[src/rtl/evt_pkg.sv]
// Shared types and constants for the event burst generator.
package evt_pkg;

  localparam int unsigned COUNT_W_DEF = 16;
  localparam int unsigned GAP_W_DEF   = 8;

  // Smallest legal low gap between pulses; a programmed gap of 0 is raised to this.
  localparam int unsigned GAP_MIN = 1;

  typedef enum logic [1:0] {
    IDLE  = 2'd0,
    PULSE = 2'd1,
    GAP   = 2'd2,
    FIN   = 2'd3
  } evt_state_e;

endpackage

[src/rtl/evt_gap_timer.sv]
// Loadable down-counter timing the low gap between pulses.
// tc_o is registered and is high while the count sits at GAP_MIN.
module evt_gap_timer
  import evt_pkg::*;
#(
  parameter int unsigned W = GAP_W_DEF
) (
  input  logic         clk,
  input  logic         rst,
  input  logic         load_i,
  input  logic [W-1:0] load_val_i,
  input  logic         dec_i,
  output logic         tc_o
);

  logic [W-1:0] cnt_q, cnt_d;
  logic         tc_q;

  // Next count: load wins over decrement; decrement stops at the terminal value.
  always_comb begin
    cnt_d = cnt_q;
    if (load_i) begin
      cnt_d = load_val_i;
    end else if (dec_i && (cnt_q > W'(GAP_MIN))) begin
      cnt_d = cnt_q - W'(1);
    end
  end

  // Count and terminal-count flag registers.
  always_ff @(posedge clk) begin
    if (!rst) begin
      cnt_q <= '0;
      tc_q  <= 1'b0;
    end else begin
      cnt_q <= cnt_d;
      tc_q  <= (cnt_d == W'(GAP_MIN));
    end
  end

  assign tc_o = tc_q;

endmodule

[src/rtl/evt_burst_gen.sv]
// Event-pulse burst source: emits num single-cycle pulses separated by
// max(gap,1) low cycles, with start/busy/done handshake and a sent count.
module evt_burst_gen
  import evt_pkg::*;
#(
  parameter int unsigned COUNT_W = COUNT_W_DEF,
  parameter int unsigned GAP_W   = GAP_W_DEF
) (
  input  logic               clk,
  input  logic               rst,
  input  logic               start_in,
  input  logic [COUNT_W-1:0] num_in,
  input  logic [GAP_W-1:0]   gap_in,
  input  logic               abort_in,
  output logic               evt_out,
  output logic               busy_out,
  output logic               done_out,
  output logic [COUNT_W-1:0] sent_out
);

  evt_state_e         state_q;
  logic [COUNT_W-1:0] num_q;
  logic [GAP_W-1:0]   gap_q;
  logic [COUNT_W-1:0] sent_q;
  logic               evt_q;
  logic               busy_q;
  logic               done_q;

  logic [COUNT_W-1:0] sent_inc;
  logic               timer_load;
  logic               timer_dec;
  logic               timer_tc;

  assign sent_inc = sent_q + COUNT_W'(1);

  // Reloading in every PULSE cycle is harmless when the burst ends instead.
  assign timer_load = (state_q == PULSE);
  assign timer_dec  = (state_q == GAP);

  evt_gap_timer #(
    .W (GAP_W)
  ) u_gap_timer (
    .clk        (clk),
    .rst        (rst),
    .load_i     (timer_load),
    .load_val_i (gap_q),
    .dec_i      (timer_dec),
    .tc_o       (timer_tc)
  );

  // Burst FSM; outputs are registered alongside the state they belong to.
  always_ff @(posedge clk) begin
    if (!rst) begin
      state_q <= IDLE;
      num_q   <= '0;
      gap_q   <= GAP_W'(GAP_MIN);
      sent_q  <= '0;
      evt_q   <= 1'b0;
      busy_q  <= 1'b0;
      done_q  <= 1'b0;
    end else begin
      evt_q  <= 1'b0;
      busy_q <= 1'b0;
      done_q <= 1'b0;
      unique case (state_q)
        IDLE: begin
          if (start_in) begin
            num_q  <= num_in;
            gap_q  <= (gap_in == '0) ? GAP_W'(GAP_MIN) : gap_in;
            sent_q <= '0;
            if (num_in != '0) begin
              state_q <= PULSE;
              evt_q   <= 1'b1;
              busy_q  <= 1'b1;
            end else begin
              state_q <= FIN;
              done_q  <= 1'b1;
            end
          end
        end
        PULSE: begin
          // The pulse on evt_out this cycle is always counted, even on abort.
          sent_q <= sent_inc;
          if (abort_in || (sent_inc == num_q)) begin
            state_q <= FIN;
            done_q  <= 1'b1;
          end else begin
            state_q <= GAP;
            busy_q  <= 1'b1;
          end
        end
        GAP: begin
          if (abort_in) begin
            state_q <= FIN;
            done_q  <= 1'b1;
          end else if (timer_tc) begin
            state_q <= PULSE;
            evt_q   <= 1'b1;
            busy_q  <= 1'b1;
          end else begin
            busy_q  <= 1'b1;
          end
        end
        FIN: begin
          state_q <= IDLE;
        end
      endcase
    end
  end

  assign evt_out  = evt_q;
  assign busy_out = busy_q;
  assign done_out = done_q;
  assign sent_out = sent_q;

endmodule

[config.mk]
export PLATFORM = sky130hd
export DESIGN_NAME = evt_burst_gen
export DESIGN_NICKNAME = d
export VERILOG_FILES = /design/src/rtl/evt_pkg.sv /design/src/rtl/evt_gap_timer.sv /design/src/rtl/evt_burst_gen.sv
export SDC_FILE = /design/constraint.sdc
export NUM_CORES = 1
export LEC_CHECK = 0
export CAP_MARGIN = 20
export CORE_ASPECT_RATIO = 1.5
export CORE_MARGIN = 1.5
export CORE_UTILIZATION = 52
export DETAILED_ROUTE_END_ITERATION = 7
export PLACE_DENSITY = 0.8
export SETUP_SLACK_MARGIN = 0.2
export SYNTH_ARGS = -nofsm -noshare
export SYNTH_HDL_FRONTEND = slang
export SYNTH_SLANG_ARGS = --single-unit
[constraint.sdc]
create_clock -name clk -period 4.3 [get_ports clk]
set_input_delay 0.86 -clock clk [delete_from_list [all_inputs] [get_ports clk]]
set_output_delay 0.86 -clock clk [all_outputs]
set_load 0.01 [all_outputs]
==> results of run 1 <==
## cell usage after synthesis, types with 3 or more instances
library cell	instances	area, um2
o21ai_0	17	85.08
nand3_1	9	45.04
nand2b_1	9	56.30
nor3b_1	5	37.54
clkbuf_1	17	63.81
mux2i_1	7	70.07
xor2_1	11	96.34
ha_1	3	37.54
xnor2_1	11	96.34
nor3_1	8	40.04
o21ai_1	4	20.02
or3_1	3	18.77
nand4_1	8	50.05
buf_2	5	25.02
nor4_1	13	81.33
nor4_2	3	37.54
o211ai_1	4	30.03
o31ai_1	3	22.52
inv_1	7	26.28
or4_1	3	22.52
a21boi_0	28	210.2
nand2_1	71	266.5
and2_1	11	68.82
a21oi_1	9	45.04
nor2_1	23	86.33
dfxtp_1	54	1081
o21a_1	4	30.03
nor2b_1	9	56.30
## through the flow
step                util [%]  setup slack, ns
finish                 64.22            1.755
global route           64.22            1.543
CTS                    64.22            1.766
detailed placement     62.62            1.500
global placement       62.62            1.567
floorplan                  -            2.159
## cell families (layout without fill, tap and decap cells)
group                      count (synthesis)  in the layout
DFF                                       54             54
adders and majority gates                  3              3
xor gates and xnor gates                  22             22
muxes                                      7              7
AOI/OAI and AO/OA                         93             93
and+or+nand+nor                          191            191
buffers and inverters                     31             65
## cell usage in the layout, fill, tap and decap left out, drive strengths merged, types with 5 or more instances in the layout
cell type      Yosys  final
a21boi            30     30
a21oi              9      9
and2              11     11
clkbuf            17      5
clkdlybuf4s50      0     46
dfxtp             54     54
inv                7      8
mux2i              7      7
nand2             72     72
nand2b            10     10
nand3             10     10
nand4              8      8
nor2              23     23
nor2b              9      9
nor3               8      8
nor3b              5      5
nor4              17     17
o21ai             21     21
or4                5      5
xnor2             11     11
xor2              11     11
## final timing paths
kind | from | end | slack (ns) | cells after the start
setup reg to reg | sent_out[0] | busy_out | 1.75 | 7
hold reg to reg | gap_q[6] | gap_q[6] | 0.47 | 2
setup / recovery | sent_out[0] | busy_out | 1.75 | 7
hold / removal | gap_q[6] | gap_q[6] | 0.47 | 2
## layout make-up
cell class                 count  area (um2)  share of cell area (%)
inverter                       7       26.28                  0.6970
timing repair buffer          50       490.5                   13.01
tap                           72       90.09                   2.390
clock inverter                 3       25.02                  0.6638
sequential                    54        1081                   28.68
clock buffer                   5       68.82                   1.825
multi-input combinational    316        1988                   52.74
## worst reg2reg max path, delay by kind of cell (launching register included)
family / cells / cell delay (ns)
flip-flops: 1 / 0.50
AND/OR/NAND/NOR: 4 / 0.70
AO/OA/AOI/OAI: 2 / 0.74
adder cells (fa/ha/maj): 1 / 0.52
## per-layer routing
metal	vias up	wire, um	global-route usage, %
met4	0	273	11.15
met3	18	383	3.539
met5	-	0	0
met2	102	4382	47.77
li1	1491	-	-
met1	1438	3182	29.53
## state kept, by name, summed over array words and instances, names as in the netlist
| name | cells |
|---|---|
| num_q | 16 |
| evt_out | 1 |
| busy_out | 1 |
| done_out | 1 |
| state_q | 2 |
| sent_out | 16 |
| gap_q | 8 |
| u_gap_timer.cnt_q | 8 |
| u_gap_timer.tc_o | 1 |
## power groups by stage
stage	combinational (mW)	clock, mW	sequential (mW)
global route	0.662	0.322	0.667
CTS	0.596	0.305	0.656
finish	0.599	0.305	0.657
detailed placement	0.594	0	0.668
global placement	0.579	0	0.664
floorplan	0.445	0	0.637
==> flow_summary.yaml, run 1 <==
synth:
  synth_area_mm2: 0.003192
  synthCells: 401
  syn_nets: 432
  yosys_warnings: 0
  synth_edf_count: 0
  yosys.area_share.simple_pct: 31.99
  synth-main-ff-cell: "dfxtp_1"
  syn_avg_cell_area_um2: 7.960
  synth_xor_xnor_area_share_pct: 6.037
  async_reset_ff_share_pct: 0
  synth_compound_area_share_pct: 20.89
  synth_cell_types: 59
  synth_top_family_by_area: "simple AND/OR/NAND/NOR gates"
  synth-seq-cells: 54
  yosysSeqAreaShare_pct: 33.87
  synthAdderAreaFrac_pct: 1.176
  synthMuxAreaShare_pct: 2.195
cts:
  holdBufCountCts: 0
  clk_pin_slew_ns: 0.11
  cts_resized: 0
  post-cts-setup-buffers: 0
  cts_made_buffers: 5
  worstSkewPairLatency_ns: 0.31
  cts_root_buf: "clkbuf_8"
  cts_tree: "yes"
  ctsLongestPathBuffers: 2
  htree_levels: 2
  cts_sinks: 54
pwr:
  switchingPower_uw: 616.9
  seqPwrFrac_pct: 42.1
  power_density_mw_per_mm2: 413.9
  leakagePower_nw: 1.367
  sw_frac_of_total_pct: 39.54
  power_mw: 1.560
  power.share.clock_pct: 19.5
  comb_power_share_pct: 38.4
  ir_drop_uv: 243.1
  internal_power_uw: 943.4
timing:
  post-route-min-period_ns: 2.545
  worst_slew_pin_slew_ns: 1.006
  rsz0062_at_grt: "false"
  slew_headroom_pct: 32.91
  fin_crit_sh_pct: 59.20
  slew_violations: 0
  whs_ns: 0.4721
  fin_worst_skew_ns: 0.01376
  finalHoldViolCount: 0
  fmax_mhz: 392.9
  final.setup.tns_ns: 0
  setup_viol: 0
die:
  start_util_pct: 54.37
  pin_count: 47
  die_area_mm2: 0.006627
  rows: 34
  die_x_um: 66.97
  die_y_um: 98.96
  coreArea_mm2: 0.005871
cells_and_area:
  fin_nets: 465
  drive_gt1_share_pct: 5.747
  area_growth_pct: 18.11
  fillers: 552
  fin_area_mm2: 0.003770
  n_antenna_cell: 0
  finalNonFillerCells: 507
detailed_routing:
  drt_iter0_markers: 231
  drt_first_pass_iters: 5
  ant_nets: 0
  wire_per_inst_um: 16.21
  via_per_inst: 6.014
  drcViolationCount: 0
  wirelength_um: 8221
  vias: 3049
setup_path:
  endpoint_kind: "flip-flop"
  crit_type: "reg -> reg"
  path_delay_family: "compound AO/OA/AOI/OAI gates"
  arrival_ns: 2.77
  cp-start-kind: "flip-flop"
  critPathMaxFanout: 13
  cp.required_ns: 4.52
  cp_num_buf_inv: 0
  slowest_stage: "ha_1"
  path_cells: "ha_1, nand3_1, o22ai_1, nand2b_1, a2111oi_2, and4b_1, nor2_1"
  max_stage_delay_ns: 0.52
global_route:
  grt-ovfl-total: 0
  grt_max_degree: 37
  grt_usage_pct: 26.22
  grt_antenna_before_repair: 0
  grt_pass1_vias: 2885
  grt_pass1_wl_um: 13590
place:
  place_inst: 499
  dpl.hpwl_um: 6060
  io_buffers: 46
  placed_area_mm2: 0.003676
  gp_congestion: 0.8964
min_path:
  hold_class: "reg -> reg"
run_status:
  outcome: "completed"
flow_run:
  maxCapViolCount: 0
Power figures use the tool's default switching activity.
==> run 2, diff against run 1 <==
==> constraint.sdc (replaced) <==
create_clock -name clk -period 2.5 [get_ports clk]
set_input_delay 0.5 -clock clk [delete_from_list [all_inputs] [get_ports clk]]
set_output_delay 0.5 -clock clk [all_outputs]
set_load 0.01 [all_outputs]
==> run 2 against run 1 <==
Hold slack got worse by 0.0045 ns. Utilization increased by 2.8 points. First-iteration DRC count decreased by 7.4%. Largest cell class unchanged. Via count increased by 3.6%.
==> flow_summary.yaml, run 2 (synthesis gave the netlist of run 1 again) <==
cts:
  holdBufCountCts: 0
  htree_levels: 2
  worstSkewPairLatency_ns: 0.30
  cts_root_buf: "clkbuf_8"
  cts_sinks: 54
  cts_tree: "yes"
  post-cts-setup-buffers: 0
  clk_pin_slew_ns: 0.10
  ctsLongestPathBuffers: 2
  cts_resized: 0
  cts_made_buffers: 5
flow_run:
  maxCapViolCount: 0
detailed_routing:
  drt_iter0_markers: 214
  vias: 3158
  via_per_inst: 6.050
  wire_per_inst_um: 16.37
  drt_first_pass_iters: 4
  drcViolationCount: 0
  ant_nets: 0
  wirelength_um: 8545
min_path:
  hold_class: "reg -> reg"
  min_path_cells: 2
  hold_start: "gap_q[6]"
  worstHoldEndpoint: "gap_q[6]"
setup_path:
  path_cells: "or4_4, nor4_4, nor3_1, nor4_1, o22ai_1, nor4_2"
  arrival_ns: 2.49
  endpoint_kind: "flip-flop"
  cp.required_ns: 2.72
  path_delay_family: "simple AND/OR/NAND/NOR gates"
  slowest_stage: "or4_4"
  r2r_end: "u_gap_timer.tc_o"
  cp_num_buf_inv: 0
  reg2reg_from: "u_gap_timer.cnt_q[5]"
  cp-start-kind: "flip-flop"
  crit_type: "reg -> reg"
  worstRegToRegCells: 6
  ff2ff_setup_slack_ns: 0.23
  max_stage_delay_ns: 0.58
  critPathMaxFanout: 5
cells_and_area:
  n_antenna_cell: 0
  final-seq-area_mm2: 0.001084
  fin_area_mm2: 0.003933
  final_cell_mix: "nand2_1 (71), dfxtp_1 (52), clkdlybuf4s50_1 (46)"
  multiInputGateArea_mm2: 0.002021
  final_common_cell: "nand2_1"
  fin_util_pct: 66.99
  drive_gt1_share_pct: 10.00
  fillers: 513
  area_growth_pct: 23.21
  fin_nets: 480
die:
  rows: 34
  start_util_pct: 54.37
  coreArea_mm2: 0.005871
  die_y_um: 98.96
  die_x_um: 66.97
  die_area_mm2: 0.006627
  pin_count: 47
run_status:
  outcome: "completed"
pwr:
  ir_drop_uv: 529.4
  power_mw: 2.808
  leakagePower_nw: 1.474
  power_density_mw_per_mm2: 714.1
timing:
  slew_headroom_pct: 66.65
  worst_slew_pin_slew_ns: 0.4876
  final.setup.tns_ns: 0
  fin_crit_sh_pct: 90.61
  post-route-min-period_ns: 2.265
  fmax_mhz: 441.4
  rsz0062_at_grt: "false"
  setup_viol: 0
  finalHoldViolCount: 0
  fin_worst_skew_ns: 0.003314
  slew_violations: 0
global_route:
  grt_max_degree: 25
  grt_pass1_wl_um: 14170
  grt-ovfl-total: 0
  grt_antenna_before_repair: 0
  grt_usage_pct: 27.46
  grt_pass1_vias: 3120
place:
  placed_area_mm2: 0.003789
  dpl.hpwl_um: 6449
  io_buffers: 46
  gp_congestion: 0.9689
-- run 2: worst reg2reg max path, cell delays in order (launching register included) --
cell and delay, ns:
dfxtp_1 0.37, or4_4 0.58, nor4_4 0.34, nor3_1 0.12
nor4_1 0.38, o22ai_1 0.15, nor4_2 0.25
-- run 2: worst max path at each step --
stage,to,slack [ns],depth (start not counted),startpoint
6_report,u_gap_timer.tc_o,0.23,6,u_gap_timer.cnt_q[5]
5_1_grt,u_gap_timer.tc_o,0.22,6,u_gap_timer.cnt_q[5]
4_1_cts,busy_out,0.25,7,sent_out[0]
3_5_place_dp,done_out,0.21,8,num_in[6]
3_3_place_gp,done_out,0.21,8,num_in[6]
2_1_floorplan,busy_out,0.36,8,sent_out[1]
-- run 2: cell type report --
| cell class | instances | share of cell area (%) |
|---|---|---|
| tap | 72 | 2.291 |
| sequential | 54 | 27.55 |
| timing repair buffer | 65 | 15.34 |
| multi-input combinational | 316 | 51.38 |
| clock buffer | 5 | 1.750 |
| clock inverter | 3 | 1.018 |
| inverter | 7 | 0.6682 |
-- run 2: through the flow --
stage | hold WS [ns] | setup WS [ns] | std cells
CTS | 0.4708 | 0.2478 | 522
floorplan | 0.4389 | 0.3586 | 401
finish | 0.4676 | 0.2347 | 522
global route | 0.5050 | 0.2173 | 522
global placement | 0.4502 | 0.2063 | 514
detailed placement | 0.4566 | 0.2065 | 514
-- run 2: routing by layer --
layer | vias up | wire length (um) | global-route usage [%]
li1 | 1520 | - | -
met1 | 1502 | 3246 | 29.85
met2 | 111 | 4684 | 51.00
met3 | 25 | 344 | 3.311
met4 | 0 | 269 | 12.56
met5 | - | 0 | 0
-- run 2: power by group --
| group | leakage (nW) | switching, mW | total [mW] | internal (mW) |
|---|---|---|---|---|
| Combinational | 0.974 | 0.635 | 1.12 | 0.484 |
| Sequential | 0.442 | 0.128 | 1.11 | 0.978 |
| Clock | 0.0579 | 0.287 | 0.583 | 0.295 |
